<file path="config.mk">
export PLATFORM = sky130hd
export DESIGN_NAME = lcd_time_writer_flat
export DESIGN_NICKNAME = d
export VERILOG_FILES = /design/src/rtl/lcd_pkg.sv /design/src/rtl/lcd_time_writer_if.sv /design/src/rtl/lcd_byte_strobe.sv /design/src/rtl/lcd_time_writer.sv /design/src/flat_wrapper.sv
export SDC_FILE = /design/constraint.sdc
export NUM_CORES = 1
export LEC_CHECK = 0
export ABC_CLOCK_PERIOD_IN_PS = 5800
export BUFFER_PORTS_ARGS = -buffer_cell sky130_fd_sc_hd__buf_4
export CAP_MARGIN = 15
export CORE_UTILIZATION = 44
export DETAILED_ROUTE_END_ITERATION = 6
export SETUP_SLACK_MARGIN = 0.1
export SYNTH_ARGS = -nofsm -noshare
export SYNTH_HDL_FRONTEND = slang
export SYNTH_SLANG_ARGS = --single-unit
</file>
<file path="constraint.sdc">
create_clock -name clk -period 5.8 [get_ports clk]
set_clock_uncertainty 0.1 [all_clocks]
set_input_delay 1.74 -clock clk [delete_from_list [all_inputs] [get_ports clk]]
set_output_delay 1.74 -clock clk [all_outputs]
set_load 0.05 [all_outputs]
</file>
<file path="src/rtl/lcd_pkg.sv">
// Shared definitions for the HD44780 time writer: top-level FSM states,
// command/character constants and a helper for sizing the wait counters.
package lcd_pkg;

   typedef enum logic [1:0] {
      PWRUP,
      INIT,
      IDLE,
      FRAME
   } lcd_state_t;

   localparam logic [7:0] CMD_FUNCTION_SET = 8'h38;  // 8-bit bus, 2 lines, 5x8 font
   localparam logic [7:0] CMD_DISPLAY_ON   = 8'h0C;
   localparam logic [7:0] CMD_CLEAR        = 8'h01;
   localparam logic [7:0] CMD_ENTRY_MODE   = 8'h06;
   localparam logic [7:0] CMD_LINE1        = 8'h80;
   localparam logic [7:0] CMD_LINE2        = 8'hC0;
   localparam logic [7:0] CHAR_BLANK       = 8'h20;

   function automatic int max4(input int a, input int b, input int c, input int d);
      int m;
      m = a;
      if (b > m) m = b;
      if (c > m) m = c;
      if (d > m) m = d;
      return m;
   endfunction

endpackage

</file>
<file path="src/rtl/lcd_time_writer_if.sv">
// HD44780 8-bit parallel write bus; master drives the LCD, slave observes it.
interface lcd_time_writer_if;
   logic [7:0] lcd_data;
   logic       lcd_rs;
   logic       lcd_rw;
   logic       lcd_en;

   modport master (output lcd_data, output lcd_rs, output lcd_rw, output lcd_en);
   modport slave  (input  lcd_data, input  lcd_rs, input  lcd_rw, input  lcd_en);
endinterface

</file>
<file path="src/rtl/lcd_byte_strobe.sv">
// One HD44780 byte write: setup cycle, enable pulse, then an idle gap. Data/rs
// are held until the gap ends; done fires in the last gap cycle.
module lcd_byte_strobe #(
   parameter int EN_PULSE_CYCLES = 25,
   parameter int CNT_W           = 20
) (
   input  logic             clk,
   input  logic             rst_n,
   input  logic             start,
   input  logic [7:0]       data,
   input  logic             rs,
   input  logic [CNT_W-1:0] gap_cycles,
   output logic             idle,
   output logic             done,
   lcd_time_writer_if.master lcd
);
   typedef enum logic [1:0] {S_IDLE, S_SETUP, S_PULSE, S_GAP} strobe_state_t;

   localparam logic [CNT_W-1:0] PULSE_LAST = CNT_W'(EN_PULSE_CYCLES - 1);

   strobe_state_t    state_reg, state_next;
   logic [CNT_W-1:0] cnt_reg, cnt_next;
   logic [CNT_W-1:0] gap_reg, gap_next;
   logic [7:0]       data_reg, data_next;
   logic             rs_reg, rs_next;
   logic             en_reg, en_next;

   always_ff @(posedge clk or negedge rst_n) begin
      if (!rst_n) begin
         state_reg <= S_IDLE;
         cnt_reg   <= '0;
         gap_reg   <= '0;
         data_reg  <= 8'h00;
         rs_reg    <= 1'b0;
         en_reg    <= 1'b0;
      end else begin
         state_reg <= state_next;
         cnt_reg   <= cnt_next;
         gap_reg   <= gap_next;
         data_reg  <= data_next;
         rs_reg    <= rs_next;
         en_reg    <= en_next;
      end
   end

   always_comb begin
      state_next = state_reg;
      cnt_next   = cnt_reg;
      gap_next   = gap_reg;
      data_next  = data_reg;
      rs_next    = rs_reg;
      en_next    = en_reg;
      done       = 1'b0;
      case (state_reg)
         S_IDLE: begin
            if (start) begin
               data_next  = data;
               rs_next    = rs;
               gap_next   = gap_cycles;
               state_next = S_SETUP;
            end
         end
         S_SETUP: begin
            en_next    = 1'b1;
            cnt_next   = PULSE_LAST;
            state_next = S_PULSE;
         end
         S_PULSE: begin
            if (cnt_reg == '0) begin
               en_next    = 1'b0;
               // Saturate so a zero gap still yields one settle cycle, never a wrap.
               cnt_next   = (gap_reg == '0) ? '0 : gap_reg - 1'b1;
               state_next = S_GAP;
            end else begin
               cnt_next = cnt_reg - 1'b1;
            end
         end
         S_GAP: begin
            if (cnt_reg == '0) begin
               done = 1'b1;
               // Back-to-back bytes skip the idle state so the next setup follows the gap.
               if (start) begin
                  data_next  = data;
                  rs_next    = rs;
                  gap_next   = gap_cycles;
                  state_next = S_SETUP;
               end else begin
                  state_next = S_IDLE;
               end
            end else begin
               cnt_next = cnt_reg - 1'b1;
            end
         end
         default: state_next = S_IDLE;
      endcase
   end

   assign idle         = (state_reg == S_IDLE);
   assign lcd.lcd_data = data_reg;
   assign lcd.lcd_rs   = rs_reg;
   assign lcd.lcd_rw   = 1'b0;
   assign lcd.lcd_en   = en_reg;

endmodule

</file>
<file path="src/rtl/lcd_time_writer.sv">
// HD44780 time display writer: power-up wait, init sequence, then redraws the
// time chars per refresh. Define LCD_FRACTION_EN to also write line-2 fraction chars.
module lcd_time_writer
   import lcd_pkg::*;
#(
   parameter int EN_PULSE_CYCLES     = 25,
   parameter int CMD_WAIT_CYCLES     = 2500,
   parameter int CLEAR_WAIT_CYCLES   = 100000,
   parameter int POWERUP_WAIT_CYCLES = 1000000
) (
   input  logic       clk,
   input  logic       rst_n,
   input  logic       refresh,
   input  logic [7:0] time_vec1,
   input  logic [7:0] time_vec2,
   input  logic [7:0] time_vec3,
   input  logic [7:0] time_vec4,
   input  logic [7:0] time_vec5,
   input  logic [7:0] fraction_tens,
   input  logic [7:0] fraction_ones,
   lcd_time_writer_if.master lcd,
   output logic       busy,
   output logic       frame_done
);
   localparam int MAX_WAIT = max4(EN_PULSE_CYCLES, CMD_WAIT_CYCLES,
                                  CLEAR_WAIT_CYCLES, POWERUP_WAIT_CYCLES);
   localparam int CNT_W    = $clog2(MAX_WAIT + 1);
   localparam logic [CNT_W-1:0] PWRUP_LAST =
      (POWERUP_WAIT_CYCLES > 0) ? CNT_W'(POWERUP_WAIT_CYCLES - 1) : '0;
   localparam logic [3:0] INIT_LAST = 4'd3;
`ifdef LCD_FRACTION_EN
   localparam logic [3:0] FRAME_LAST = 4'd8;
`else
   localparam logic [3:0] FRAME_LAST = 4'd5;
`endif

   lcd_state_t       state_reg, state_next;
   logic [CNT_W-1:0] pwr_cnt_reg, pwr_cnt_next;
   logic [3:0]       idx_reg, idx_next, sel;
   logic             pending_reg, pending_next;
   logic             frame_done_reg, frame_done_next;
   logic             take_snapshot, last_byte;
   logic             start, strobe_idle, strobe_done;
   logic [7:0]       byte_data;
   logic             byte_rs;
   logic [CNT_W-1:0] byte_gap;
   logic [7:0]       time_in [5];
   logic [7:0]       time_snap_reg [5];

   assign time_in = '{time_vec1, time_vec2, time_vec3, time_vec4, time_vec5};

   always_ff @(posedge clk or negedge rst_n) begin
      if (!rst_n) begin
         for (int i = 0; i < 5; i++) time_snap_reg[i] <= CHAR_BLANK;
      end else if (take_snapshot) begin
         for (int i = 0; i < 5; i++) time_snap_reg[i] <= time_in[i];
      end
   end

`ifdef LCD_FRACTION_EN
   logic [7:0] tens_snap_reg, ones_snap_reg;

   always_ff @(posedge clk or negedge rst_n) begin
      if (!rst_n) begin
         tens_snap_reg <= CHAR_BLANK;
         ones_snap_reg <= CHAR_BLANK;
      end else if (take_snapshot) begin
         tens_snap_reg <= fraction_tens;
         ones_snap_reg <= fraction_ones;
      end
   end
`else
   logic unused_fraction;
   assign unused_fraction = ^{fraction_tens, fraction_ones};
`endif

   always_ff @(posedge clk or negedge rst_n) begin
      if (!rst_n) begin
         state_reg      <= PWRUP;
         pwr_cnt_reg    <= PWRUP_LAST;
         idx_reg        <= '0;
         pending_reg    <= 1'b0;
         frame_done_reg <= 1'b0;
      end else begin
         state_reg      <= state_next;
         pwr_cnt_reg    <= pwr_cnt_next;
         idx_reg        <= idx_next;
         pending_reg    <= pending_next;
         frame_done_reg <= frame_done_next;
      end
   end

   always_comb begin
      state_next      = state_reg;
      pwr_cnt_next    = pwr_cnt_reg;
      idx_next        = idx_reg;
      pending_next    = pending_reg | refresh;
      frame_done_next = 1'b0;
      take_snapshot   = 1'b0;
      start           = 1'b0;
      sel             = idx_reg;
      last_byte       = (state_reg == INIT) ? (idx_reg == INIT_LAST) : (idx_reg == FRAME_LAST);
      unique case (state_reg)
         PWRUP: begin
            if (pwr_cnt_reg == '0) begin
               state_next = INIT;
               idx_next   = '0;
            end else begin
               pwr_cnt_next = pwr_cnt_reg - 1'b1;
            end
         end
         INIT, FRAME: begin
            // Idle strobe means the sequence just began; afterwards each done chains the next byte.
            if (strobe_idle) begin
               start = 1'b1;
            end else if (strobe_done) begin
               if (last_byte) begin
                  state_next      = IDLE;
                  frame_done_next = (state_reg == FRAME);
               end else begin
                  start    = 1'b1;
                  sel      = idx_reg + 4'd1;
                  idx_next = sel;
               end
            end
         end
         IDLE: begin
            if (pending_reg) begin
               state_next    = FRAME;
               idx_next      = '0;
               take_snapshot = 1'b1;
               pending_next  = refresh;
            end
         end
         default: state_next = PWRUP;
      endcase
   end

   always_comb begin
      byte_data = CMD_FUNCTION_SET;
      byte_rs   = 1'b0;
      if (state_reg == INIT) begin
         case (sel)
            4'd0:    byte_data = CMD_FUNCTION_SET;
            4'd1:    byte_data = CMD_DISPLAY_ON;
            4'd2:    byte_data = CMD_CLEAR;
            default: byte_data = CMD_ENTRY_MODE;
         endcase
      end else begin
         case (sel)
            4'd0: byte_data = CMD_LINE1;
            4'd1: begin byte_data = time_snap_reg[0]; byte_rs = 1'b1; end
            4'd2: begin byte_data = time_snap_reg[1]; byte_rs = 1'b1; end
            4'd3: begin byte_data = time_snap_reg[2]; byte_rs = 1'b1; end
            4'd4: begin byte_data = time_snap_reg[3]; byte_rs = 1'b1; end
            4'd5: begin byte_data = time_snap_reg[4]; byte_rs = 1'b1; end
`ifdef LCD_FRACTION_EN
            4'd6: byte_data = CMD_LINE2;
            4'd7: begin byte_data = tens_snap_reg; byte_rs = 1'b1; end
            4'd8: begin byte_data = ones_snap_reg; byte_rs = 1'b1; end
`endif
            default: ;
         endcase
      end
   end

   assign byte_gap = (!byte_rs && byte_data == CMD_CLEAR) ? CNT_W'(CLEAR_WAIT_CYCLES)
                                                          : CNT_W'(CMD_WAIT_CYCLES);

   lcd_byte_strobe #(
      .EN_PULSE_CYCLES (EN_PULSE_CYCLES),
      .CNT_W           (CNT_W)
   ) u_strobe (
      .clk        (clk),
      .rst_n      (rst_n),
      .start      (start),
      .data       (byte_data),
      .rs         (byte_rs),
      .gap_cycles (byte_gap),
      .idle       (strobe_idle),
      .done       (strobe_done),
      .lcd        (lcd)
   );

   assign busy       = (state_reg != IDLE);
   assign frame_done = frame_done_reg;

endmodule

</file>
<file path="src/flat_wrapper.sv">
// flat-port wrapper written by rule: the top's interface ports become plain ports
module lcd_time_writer_flat import lcd_pkg::*;
#(
   parameter int EN_PULSE_CYCLES     = 25,
   parameter int CMD_WAIT_CYCLES     = 2500,
   parameter int CLEAR_WAIT_CYCLES   = 100000,
   parameter int POWERUP_WAIT_CYCLES = 1000000
)
  (clk, rst_n, refresh, time_vec1, time_vec2, time_vec3, time_vec4, time_vec5, fraction_tens, fraction_ones, busy, frame_done, lcd_lcd_data, lcd_lcd_rs, lcd_lcd_rw, lcd_lcd_en);
  lcd_time_writer_if lcd_i ();
  input  logic clk;
  input  logic rst_n;
  input  logic refresh;
  input  logic [7:0] time_vec1;
  input  logic [7:0] time_vec2;
  input  logic [7:0] time_vec3;
  input  logic [7:0] time_vec4;
  input  logic [7:0] time_vec5;
  input  logic [7:0] fraction_tens;
  input  logic [7:0] fraction_ones;
  output logic busy;
  output logic frame_done;
  output wire logic [$bits(lcd_i.lcd_data)-1:0] lcd_lcd_data;
  output wire logic [$bits(lcd_i.lcd_rs)-1:0] lcd_lcd_rs;
  output wire logic [$bits(lcd_i.lcd_rw)-1:0] lcd_lcd_rw;
  output wire logic [$bits(lcd_i.lcd_en)-1:0] lcd_lcd_en;
  assign lcd_lcd_data = lcd_i.lcd_data;
  assign lcd_lcd_rs = lcd_i.lcd_rs;
  assign lcd_lcd_rw = lcd_i.lcd_rw;
  assign lcd_lcd_en = lcd_i.lcd_en;
  lcd_time_writer #(.EN_PULSE_CYCLES(EN_PULSE_CYCLES), .CMD_WAIT_CYCLES(CMD_WAIT_CYCLES), .CLEAR_WAIT_CYCLES(CLEAR_WAIT_CYCLES), .POWERUP_WAIT_CYCLES(POWERUP_WAIT_CYCLES)) u_core (.clk(clk), .rst_n(rst_n), .refresh(refresh), .time_vec1(time_vec1), .time_vec2(time_vec2), .time_vec3(time_vec3), .time_vec4(time_vec4), .time_vec5(time_vec5), .fraction_tens(fraction_tens), .fraction_ones(fraction_ones), .lcd(lcd_i), .busy(busy), .frame_done(frame_done));
endmodule
</file>
==> flow_summary_export.csv <==
group,metric,value,unit
sta,period_share,63.5,%
yosys,synth_commonest_cells,"dfrtp_1 (86), mux2_2 (43), nor2_1 (43)",
cts,clockBufferDepth,2,
cts,cts_root_buffer,"clkbuf_16",
yosys,synth_most_common_cell,"dfrtp_1",
cells_and_area,drive_gt1_share,24.1,%
yosys,syn_area,5690,sq um
routing,drc,0,
yosys,yosys_most_used_dff,"dfrtp_1",
yosys,avgSynthCellArea,10.1,sq um
worst_hold_path,holdPathEnd,"u_core.pwr_cnt_reg[7]$_DFFE_PN0P_",
placed_design,hpwl,9680,um
sta,rsz0062_at_grt,"false",
cells_and_area,final_area,6540,sq um
cells_and_area,multi_input_area,2940,sq um
yosys,synthCells,563,
placed_design,post_dp_cell_area,6250,sq um
grt,grt_start_max_net_pins,80,
cts,cts_tree,"done",
floorplan,start_util,45.1,%
cells_and_area,seq_area,2600,sq um
sta,fmax,0.271,GHz
floorplan,die_h,116,um
setup_path,worst_r2r_endpoint,"u_core.u_strobe.lcd.lcd_data[5]$_DFFE_PN0P_",
cts,h-tree-depth,3,
grt,grtUsageTotal,21.8,%
worst_hold_path,hold_path_depth,1,
routing,via_count,4486,
routing,wl_per_cell,17.3,um
sta,drv_slew,0,
setup_path,crit_path_start_kind,"register",
setup_path,critPathMaxFanout,16,
sta,tns,0,ps
yosys,synth_area_leader_cell,"dfrtp_1",
sta,finalCriticalPeriod,3680,ps
yosys,synth_fp_nets,632,
setup_path,ff2ff_setup_slack,2120,ps
yosys,ys_seq_elements,103,
cts,cts_setup_buffers,0,
worst_hold_path,hp-start,"u_core.pwr_cnt_reg[7]$_DFFE_PN0P_",
setup_path,path_common_cell,"nand2_1",
routing,routed_via_density,5.70,
yosys,ys_warn_count,0,
setup_path,crit_buf_inv,0,
floorplan,die_area,13400,sq um
cts,postCtsHoldBufs,0,
setup_path,cp_slowest_cell,"a211oi_2",
grt,antenna_found_initial,0,
sta,tightest_slew,1020,ps
cells_and_area,n_fill_cell,1173,
setup_path,reg2reg_from,"u_core.u_strobe.cnt_reg[14]$_DFFE_PN0P_",
cts,cts_buffers,9,
setup_path,reg2reg_depth,7,
grt,grt_pass1_wl,22600,um
worst_hold_path,hp-class,"reg -> reg",
floorplan,die_width,116,um
pwr,pwr_density_cell,212,nW/um^2
yosys,synthDistinctLibCells,71,
setup_path,end_kind,"register",
floorplan,pin_count,72,
placed_design,port_buffers,54,
routing,first_pass_iters,5,
yosys,ys_async_sr_fraction,100,%
pwr,peakVddDrop,0.209,mV
sta,max_slew_margin,31.8,%
setup_path,cp.required,5920,ps
routing,drtIter0Drc,214,
yosys,synth.area.top_cells,"dfrtp_1 (38%), mux2_2 (8.5%), dfstp_2 (7.8%)",
routing,antenna_left,0,
job,max_cap_viol_count,0,
yosys,synth_edf_count,0,
cts,ctsResizeCount,0,
setup_path,cp_cell_sequence,"or3_1 > nor4_2 > nand2_1 > a211oi_2 > nand2_1 > o22ai_1 > a31oi_1",
floorplan,rows,41,
setup_path,cp.arrival,3800,ps
cells_and_area,diodes,0,
cts,cts_num_sinks,103,
routing,drt_wl_total,13600,um
grt,grt_pass1_vias,4406,
sta,hold_viol,0,
outcome,outcome,"complete, no violations",
yosys,ys_seq_area_share,45.6,%
yosys,synth.top_cell.area_share,37.8,%
setup_path,critPathTopFamily,"simple AND/OR/NAND/NOR gates",
cts,clock_latency,350,ps
cells_and_area,final_nets,679,
cts,clk_pin_slew,70,ps
grt,grt_overflow,0,
placed_design,place_congestion,0.877,
pwr,p_leak,2.88,nW
floorplan,core,12600,sq um
setup_path,crit_type,"reg -> reg",
sta,setup_viol,0,
cells_and_area,syn_to_final_growth,14.9,%
setup_path,critical_path.max_stage_delay,940,ps
cells_and_area,largest_reg_flops,40,
layout make-up:
| class | instances | share of cell area (%) |
|---|---|---|
| multi-input cells | 421 | 45.0 |
| repair buffers | 57 | 6.54 |
| flip-flops and latches | 103 | 39.7 |
| inverters | 18 | 1.03 |
| clock buffers | 10 | 3.50 |
| well taps | 172 | 3.29 |
| clock inverters | 6 | 0.956 |
where the power goes:
part | switching (mW) | internal, mW
sequential | 0.00735 | 0.734
clock | 0.291 | 0.304
combinational | 0.0232 | 0.0292
total | 0.322 | 1.07
kinds of logic after synthesis:
logic type      after synthesis  share of synthesized area, %
simple gates                183                          17.6
buf+inv                      39                          2.68
flops                       103                          45.6
other cells                   1                        0.0659
mux                          48                          9.60
xor+xnor                     25                          3.85
fa+ha+maj                    10                          2.20
compound gates              154                          18.4
layout by cell type (no fill, tap or decap), types with 7 or more instances in the layout:
| cell type | synthesis | final |
|---|---|---|
| clkbuf_16 | 0 | 9 |
| ha_1 | 10 | 10 |
| xnor2_1 | 12 | 12 |
| xor2_1 | 13 | 13 |
| a21o_1 | 11 | 11 |
| nand3_1 | 11 | 11 |
| nand2_1 | 40 | 40 |
| nor2_1 | 43 | 43 |
| nand2b_1 | 9 | 9 |
| dfstp_2 | 17 | 17 |
| or4_1 | 9 | 9 |
| a22o_1 | 9 | 9 |
| inv_1 | 17 | 17 |
| o21ai_0 | 32 | 32 |
| a21oi_1 | 34 | 34 |
| mux2_2 | 43 | 43 |
| buf_4 | 1 | 57 |
| dfrtp_1 | 86 | 86 |
| nor3_1 | 18 | 18 |
| a31oi_1 | 7 | 7 |
worst max path at each step:
stage                                            startpoint                                           to  slack, ps  depth (start not counted)
CTS                  u_core.u_strobe.cnt_reg[0]$_DFFE_PN0P_  u_core.u_strobe.lcd.lcd_data[0]$_DFFE_PN0P_       2110                          9
global route        u_core.u_strobe.cnt_reg[14]$_DFFE_PN0P_  u_core.u_strobe.lcd.lcd_data[5]$_DFFE_PN0P_       1780                          7
finish              u_core.u_strobe.cnt_reg[14]$_DFFE_PN0P_  u_core.u_strobe.lcd.lcd_data[5]$_DFFE_PN0P_       2120                          7
global placement     u_core.u_strobe.cnt_reg[0]$_DFFE_PN0P_  u_core.u_strobe.lcd.lcd_data[0]$_DFFE_PN0P_       2170                          9
detailed placement   u_core.u_strobe.cnt_reg[0]$_DFFE_PN0P_  u_core.u_strobe.lcd.lcd_data[0]$_DFFE_PN0P_       2130                          9
floorplan                   u_core.state_reg[0]$_DFFE_PN0P_                                         busy       2830                          2
metal layers:
| metal | wire [um] | up-vias | global-route usage (%) |
|---|---|---|---|
| li1 | - | 2184 | - |
| met1 | 6250 | 2167 | 29.3 |
| met2 | 6430 | 125 | 34.5 |
| met3 | 742 | 10 | 5.60 |
| met4 | 165 | 0 | 6.92 |
| met5 | 0 | - | 0 |
through the flow:
| stage | worst slack, ps | std cells | total power, mW | hold WS (ps) | util, % |
|---|---|---|---|---|---|
| 2_1_floorplan | 2830 | 563 | 0.768 | 337 | - |
| 3_3_place_gp | 2170 | 771 | 0.807 | 355 | 49.5 |
| 6_report | 2120 | 787 | 1.39 | 374 | 51.9 |
| 3_5_place_dp | 2130 | 771 | 0.809 | 361 | 49.5 |
| 4_1_cts | 2110 | 787 | 1.41 | 378 | 51.9 |
| 5_1_grt | 1780 | 787 | 1.44 | 399 | 51.9 |
worst register-to-register path: cells and delay by family, from the launching register on:
family / cells / cell delay (ps)
AO/OA/AOI/OAI: 3 / 1220
flip-flops: 1 / 430
AND/OR/NAND/NOR: 4 / 1800
No activity file was read; power rests on OpenSTA's default activity.
